$ cat src/rtl/mem_stage_sequencer.sv
// MEM-stage sequencer: splits wide accesses into two memory words, runs the
// three-word interrupt push, and stalls the upstream buffers until done.
module mem_stage_sequencer #(
  parameter int unsigned ADDR_W = 32,
  parameter int unsigned DATA_W = 16
) (
  input  logic                  clk,
  input  logic                  reset,
  input  logic                  req_read,
  input  logic                  req_write,
  input  logic                  req_wide,
  input  logic                  req_int,
  input  logic [ADDR_W-1:0]     base_addr,
  input  logic [2*DATA_W-1:0]   wdata,
  input  logic [31:0]           pc_in,
  input  logic [3:0]            flags_in,
  input  logic                  mem_ack,
  input  logic [DATA_W-1:0]     mem_rdata,
  output logic                  mem_re,
  output logic                  mem_we,
  output logic [ADDR_W-1:0]     mem_addr,
  output logic [DATA_W-1:0]     mem_wdata,
  output logic [2*DATA_W-1:0]   rdata,
  output logic                  rdata_valid,
  output logic                  sp_update,
  output logic [1:0]            sp_words,
  output logic                  stall
);

  typedef enum logic [2:0] {
    S_IDLE,
    S_W0,
    S_W1,
    S_I0,
    S_I1,
    S_I2,
    S_DONE
  } state_t;

  typedef enum logic [1:0] {
    OP_READ,
    OP_WRITE,
    OP_INT
  } op_t;

  state_t              state_q, state_d;
  op_t                 op_q, op_d;
  logic                wide_q, wide_d;
  logic [ADDR_W-1:0]   base_q, base_d;
  logic [2*DATA_W-1:0] wdata_q, wdata_d;
  logic [31:0]         pc_q, pc_d;
  logic [3:0]          flags_q, flags_d;
  logic [2*DATA_W-1:0] rdata_q, rdata_d;

  always_ff @(posedge clk) begin
    if (reset) begin
      state_q <= S_IDLE;
      op_q    <= OP_READ;
      wide_q  <= 1'b0;
      base_q  <= '0;
      wdata_q <= '0;
      pc_q    <= '0;
      flags_q <= '0;
      rdata_q <= '0;
    end else begin
      state_q <= state_d;
      op_q    <= op_d;
      wide_q  <= wide_d;
      base_q  <= base_d;
      wdata_q <= wdata_d;
      pc_q    <= pc_d;
      flags_q <= flags_d;
      rdata_q <= rdata_d;
    end
  end

  always_comb begin
    state_d     = state_q;
    op_d        = op_q;
    wide_d      = wide_q;
    base_d      = base_q;
    wdata_d     = wdata_q;
    pc_d        = pc_q;
    flags_d     = flags_q;
    rdata_d     = rdata_q;
    mem_re      = 1'b0;
    mem_we      = 1'b0;
    mem_addr    = '0;
    mem_wdata   = '0;
    rdata_valid = 1'b0;
    sp_update   = 1'b0;
    sp_words    = 2'd0;
    stall       = 1'b0;

    case (state_q)
      S_IDLE: begin
        if (req_read || req_write || req_int) begin
          stall   = 1'b1;
          base_d  = base_addr;
          wdata_d = wdata;
          pc_d    = pc_in;
          flags_d = flags_in;
          wide_d  = req_wide;
          if (req_int) begin
            op_d    = OP_INT;
            state_d = S_I0;
          end else begin
            op_d    = req_write ? OP_WRITE : OP_READ;
            state_d = S_W0;
          end
        end
      end

      S_W0: begin
        stall    = 1'b1;
        mem_addr = base_q;
        mem_re   = (op_q == OP_READ);
        mem_we   = (op_q == OP_WRITE);
        if (op_q == OP_WRITE)
          mem_wdata = wide_q ? wdata_q[2*DATA_W-1:DATA_W] : wdata_q[DATA_W-1:0];
        if (mem_ack) begin
          // Wide loads fill the high half first; narrow loads zero-extend.
          if (op_q == OP_READ)
            rdata_d = wide_q ? {mem_rdata, {DATA_W{1'b0}}}
                             : {{DATA_W{1'b0}}, mem_rdata};
          state_d = wide_q ? S_W1 : S_DONE;
        end
      end

      S_W1: begin
        stall    = 1'b1;
        mem_addr = base_q + ADDR_W'(1);
        mem_re   = (op_q == OP_READ);
        mem_we   = (op_q == OP_WRITE);
        if (op_q == OP_WRITE)
          mem_wdata = wdata_q[DATA_W-1:0];
        if (mem_ack) begin
          if (op_q == OP_READ)
            rdata_d = {rdata_q[2*DATA_W-1:DATA_W], mem_rdata};
          state_d = S_DONE;
        end
      end

      S_I0: begin
        stall     = 1'b1;
        mem_we    = 1'b1;
        mem_addr  = base_q;
        mem_wdata = DATA_W'(pc_q[31:16]);
        if (mem_ack) state_d = S_I1;
      end

      S_I1: begin
        stall     = 1'b1;
        mem_we    = 1'b1;
        mem_addr  = base_q - ADDR_W'(1);
        mem_wdata = DATA_W'(pc_q[15:0]);
        if (mem_ack) state_d = S_I2;
      end

      S_I2: begin
        stall     = 1'b1;
        mem_we    = 1'b1;
        mem_addr  = base_q - ADDR_W'(2);
        mem_wdata = DATA_W'(flags_q);
        if (mem_ack) state_d = S_DONE;
      end

      S_DONE: begin
        rdata_valid = (op_q == OP_READ);
        sp_update   = (op_q == OP_INT);
        sp_words    = (op_q == OP_INT) ? 2'd3 : 2'd0;
        state_d     = S_IDLE;
      end

      default: state_d = S_IDLE;
    endcase
  end

  assign rdata = rdata_q;

endmodule

$ cat config.mk
export PLATFORM = sky130hd
export DESIGN_NAME = mem_stage_sequencer
export DESIGN_NICKNAME = d
export VERILOG_FILES = /design/src/rtl/mem_stage_sequencer.sv
export SDC_FILE = /design/constraint.sdc
export NUM_CORES = 1
export LEC_CHECK = 0
export CAP_MARGIN = 20
export CELL_PAD_IN_SITES_DETAIL_PLACEMENT = 0
export CELL_PAD_IN_SITES_GLOBAL_PLACEMENT = 2
export CORE_UTILIZATION = 29
export CTS_CLUSTER_DIAMETER = 100
export DETAILED_ROUTE_END_ITERATION = 10
export GPL_TIMING_DRIVEN = 0
export PLACE_DENSITY_LB_ADDON = 0.1
export SLEW_MARGIN = 20
export SYNTH_ARGS = -nofsm -noshare
export SYNTH_HDL_FRONTEND = slang
export SYNTH_SLANG_ARGS = --single-unit
export TNS_END_PERCENT = 30
$ cat constraint.sdc
create_clock -name clk -period 12.8 [get_ports clk]
set_clock_uncertainty 0.15 [all_clocks]
set_input_delay 2.56 -clock clk [delete_from_list [all_inputs] [get_ports clk]]
set_output_delay 2.56 -clock clk [all_outputs]
set_load 0.005 [all_outputs]
# == After elaboration in Yosys (flattened, before gate mapping) ==
# Cells that the tools add are included.
# totals
regBits,138
latchBits,0
ramBits,0
rom_bits,0
input_bits,123
wordCells,72
n_memories,0
# op_classes
add_sub_neg,3
n_mul,0
n_div,0
magnitude_cmp,0
n_eq_ne,16
shift,0
n_mux,29
n_bitwise,1
reduce_logical,14
# ops
cell,count
$pmux 32 s4,1
$mux 32,3
$mux 16,5
$pmux 16 s5,1
$pmux 32 s2,1
$add 32x1->32 const B,1
$sub 32x1->32 const B,1
$sub 32x2->32 const B,1
$mux 3,6
$pmux 3 s5,1
$ne 2x2->1 const B,7
$reduce_and 5->1,2
$eq 3x3->1 const B,3
$mux 2,4
$eq 3x2->1 const B,2
$reduce_or 2->1,3
$mux 1,5
$reduce_or 5->1,1
$pmux 1 s2,2
$reduce_and 4->1,1
$eq 3x1->1 const B,1
$logic_not 3->1,1
$reduce_or 3->1,1
$eq 2x1->1 const B,1
7 further kinds,8

# == Depth between registers and ports, before layout ==
# depth
ltp_word,4
depth_mapped,15

# == Worst setup path after synthesis ==
# Ideal clock, no wire load.
# synth_path
path_kind,register -> output
startpoint,reg state_q[2]
endpoint,out mem_addr[20]
arrival_time_ns,3.813
required_ns,10.090
slack_ns,6.277
stages_incl_launch_ff,16
path_buffers,5
cell_sequence,dfxtp_1 -> nor3b_2 -> buf_2 -> buf_2 -> clkbuf_1 -> buf_1 -> xnor2_1 -> ha_1 -> clkbuf_1 -> nand2_1 -> nor4_1 -> o221ai_2 -> o41a_1 -> or3_1 -> o21ai_0 -> o2bb2ai_1
# synth_between
elab_chain_len,3
# synth_lines
element,line_no,source
start: declaration,46,"state_t state_q, state_d;"
start signal: assignment,66,state_q <= state_d;
$eq 3x1->1 or $eq 3x2->1 (tied branches),95,case (state_q)
$reduce_or 2->1 (no line),n/a,
$pmux 32 s4 *,95,
end: declaration,21,"output logic [ADDR_W-1:0] mem_addr,"
# Mark *: on every way between the ends. The rest lies on a longest branch, timed or not.

# == Worst setup path in the final report ==
# layout_path
startpoint,reg state_q[2]
endpoint,out mem_addr[30]
# Same word-level chain as after synthesis.

==> results.ini <==
[status]
status = completed

[die]
start_util_pct = 29.4
fp.dieW_um = 175
coreArea_um2 = 29600
dieArea_um2 = 30800
chipHeight_um = 175
ios = 210
num_rows = 63

[clock_network]
cts_setup_buffers = 0
cts_tree = done
clk_pin_slew_ps = 70
clock_latency_ps = 430
ctsResizeCount = 0
clock-sinks = 138
ctsRootBufferMaster = clkbuf_16
cts_buffer_depth = 2
htreeDepth = 4
cts_made_buffers = 17
postCtsHoldBufs = 0

[yosys]
yosys_warnings = 0
syn-cell-area_um2 = 8720
synth_edf_count = 0
synth_seq_area_share_pct = 31.7
synthCells = 1265
ys.flop_type = dfxtp_1
synth_nets = 1393
synthDistinctLibCells = 78
async_flop_share_pct = 0
avgSynthCellArea_um2 = 6.90
synth_seq_cells = 138

[grt]
grt_pass1_wl_um = 65800
antenna_found_initial = 0
grt_max_degree = 17
grt_util_all_layers_pct = 28.4
grt_pass1_vias = 10588
grt_overflow = 0

[route]
vias = 10719
wl_per_cell_um = 23.2
dr.pass1.iters = 7
via_per_inst = 5.65
drt_wl_total_um = 43900
drc = 0
final_antenna_net_count = 0
drt_iter0_markers = 1178

[finish]
syn_to_final_growth_pct = 36.4
layoutNonFillerInstCount = 1896
drive_above_1_share_pct = 4.91
layout_common_cells = nand2_1 (277), clkdlybuf4s50_1 (209), a21oi_1 (157)
layout_commonest_cell = nand2_1
nets = 1621
diodes = 0

[critical_path]
start_kind = flip-flop
crit_type = flip-flop to output port
reg2reg_from = state_q[2]
required_ps = 10090
path_cells = nor3b_2 > buf_2 > buf_2 > clkbuf_1 > buf_1 > xnor2_1 > ha_1 > clkbuf_1 > nand3_1 > nor4_1 > a31o_2 > a21oi_1 > a211oi_1 > a221oi_1 > o21ai_1 > clkdlybuf4s50_1
critical-path-top-delay-family = buffers and inverters
critical_path_depth = 16
cp.arrival_ps = 7220
cp-startpoint = state_q[2]
worst_r2r_path_depth = 8
critPathMaxFanout = 10
critPathMaxStageDelay_ps = 830
cp-end-kind = output port
crit_buf_inv = 6
cp_slowest_cell = buf_1

[placed_design]
dp_hpwl_um = 33100
dp_cells = 1864
numPortBuffers = 209
place_congestion = 0.920

[job]
drv_cap = 0

[timing]
fmax_mhz = 101
fin_crit_sh_pct = 77.6
rsz0062_at_grt = false
min_period_ps = 9930
fin_setup_tns_ps = 0
holdWs_ps = 307
slew_viol_final = 0
hold_viol = 0
worst_pin_slew_ps = 1040
slew_headroom_pct = 30.8
finalSetupViolations = 0

[power_and_ir_drop]
max-vdd-ir-drop_mv = 0.0953
power_leakage_nw = 4.14
power_density_nw_per_um2 = 205
totalPowerFinal_w = 0.00244

[worst_hold_path]
worstHoldStart = pc_q[1]
holdPathStages = 2
hold_path.class = flip-flop to flip-flop

==> final cells by class <==
cell class / instances / area [um^2]
fill: 3285 / 17700
clock buffer: 18 / 439
tap: 390 / 488
multi-input combinational: 992 / 5420
timing repair buffer: 209 / 2090
clock inverter: 14 / 153
sequential: 138 / 2760
inverter: 13 / 48.8
buffer: 122 / 492
==> per-layer routing <==
layer	GRT usage, %	share of wire, %	wire length (um)	vias to the layer above
met2	47.2	46	20300	486
li1	-	-	-	5035
met1	36.5	43	19100	5103
met5	0	0	0	-
met3	4.98	6.8	2990	95
met4	10.8	3.5	1520	0
==> worst reg2reg max path: cells and delay by family (launching register included) <==
| family | cells | cell delay [ps] |
|---|---|---|
| AND/OR/NAND/NOR | 5 | 1540 |
| AO/OA/AOI/OAI | 1 | 130 |
| buffers and inverters | 2 | 910 |
| flip-flops | 1 | 520 |
==> registers in the layout, indices dropped and copies added (netlist names) <==
register / count
rdata: 32
base_q: 32
wdata_q: 32
pc_q: 32
state_q: 3
flags_q: 4
op_q: 2
wide_q: 1
==> synth_stat cells (3+ instances only) <==
library cell  count  area, um^2
a21o_1            7        52.6
xnor2_1           3        26.3
a222oi_1         16         160
nand4_1          16         100
dfxtp_1         138        2760
o21ai_0          39         195
mux2_2            5        56.3
a21oi_1         157         786
inv_1            13        48.8
nor4_1           27         169
a2111oi_0         4        35.0
a22oi_1          42         315
or3_1             6        37.5
ha_1              5        62.6
a211oi_1          9        67.6
and3_1            6        37.5
clkbuf_1         99         372
nand2_1         277        1040
buf_2             9        45.0
buf_1            10        37.5
or4_4             4        45.0
o21a_1            4        30.0
o22ai_1          13        81.3
mux2i_1          10         100
nor2_1          133         499
or4_1            14         105
o31ai_1           6        45.0
a211o_1           3        26.3
or2_2             5        31.3
o211ai_1         11        82.6
nor3_1           45         225
nor2b_1           6        37.5
nand3b_1          4        30.0
and2_1            4        25.0
nor4b_1           4        35.0
a22o_1           18         158
a31oi_1          17         106
o221ai_1          5        43.8
o2111ai_1         3        26.3
nand3_1          19        95.1
==> worst paths after layout <==
kind | end | slack (ps)
max | mem_addr[30] | 2870
min | pc_q[1] | 310
max reg2reg | rdata[30] | 9490
min reg2reg | pc_q[1] | 310
==> per-stage QoR <==
stage,util (%),worst slack [ps],instance area [um^2]
after floorplan,-,6280,8720
after CTS,40.1,3000,11900
after global routing,40.1,2600,11900
final,40.1,2870,11900
after detailed placement,38.1,3470,11300
after global placement,38.1,3440,11300
==> where the power goes <==
group	leakage (nW)	switching, W	internal (W)
Combinational	2.71	0.000888	0.000446
Sequential	1.13	0.0000660	0.000517
Clock	0.295	0.000244	0.000283
==> logic make-up after synthesis <==
family          after synthesis  synth area share, %
simple gates                581                 30.1
compound gates              385                 28.9
flops                       138                 31.7
buf+inv                     135                 6.20
mux                          16                 1.92
xor+xnor                      5                0.502
fa+ha+maj                     5                0.717
Power figures use the tool's default switching activity.
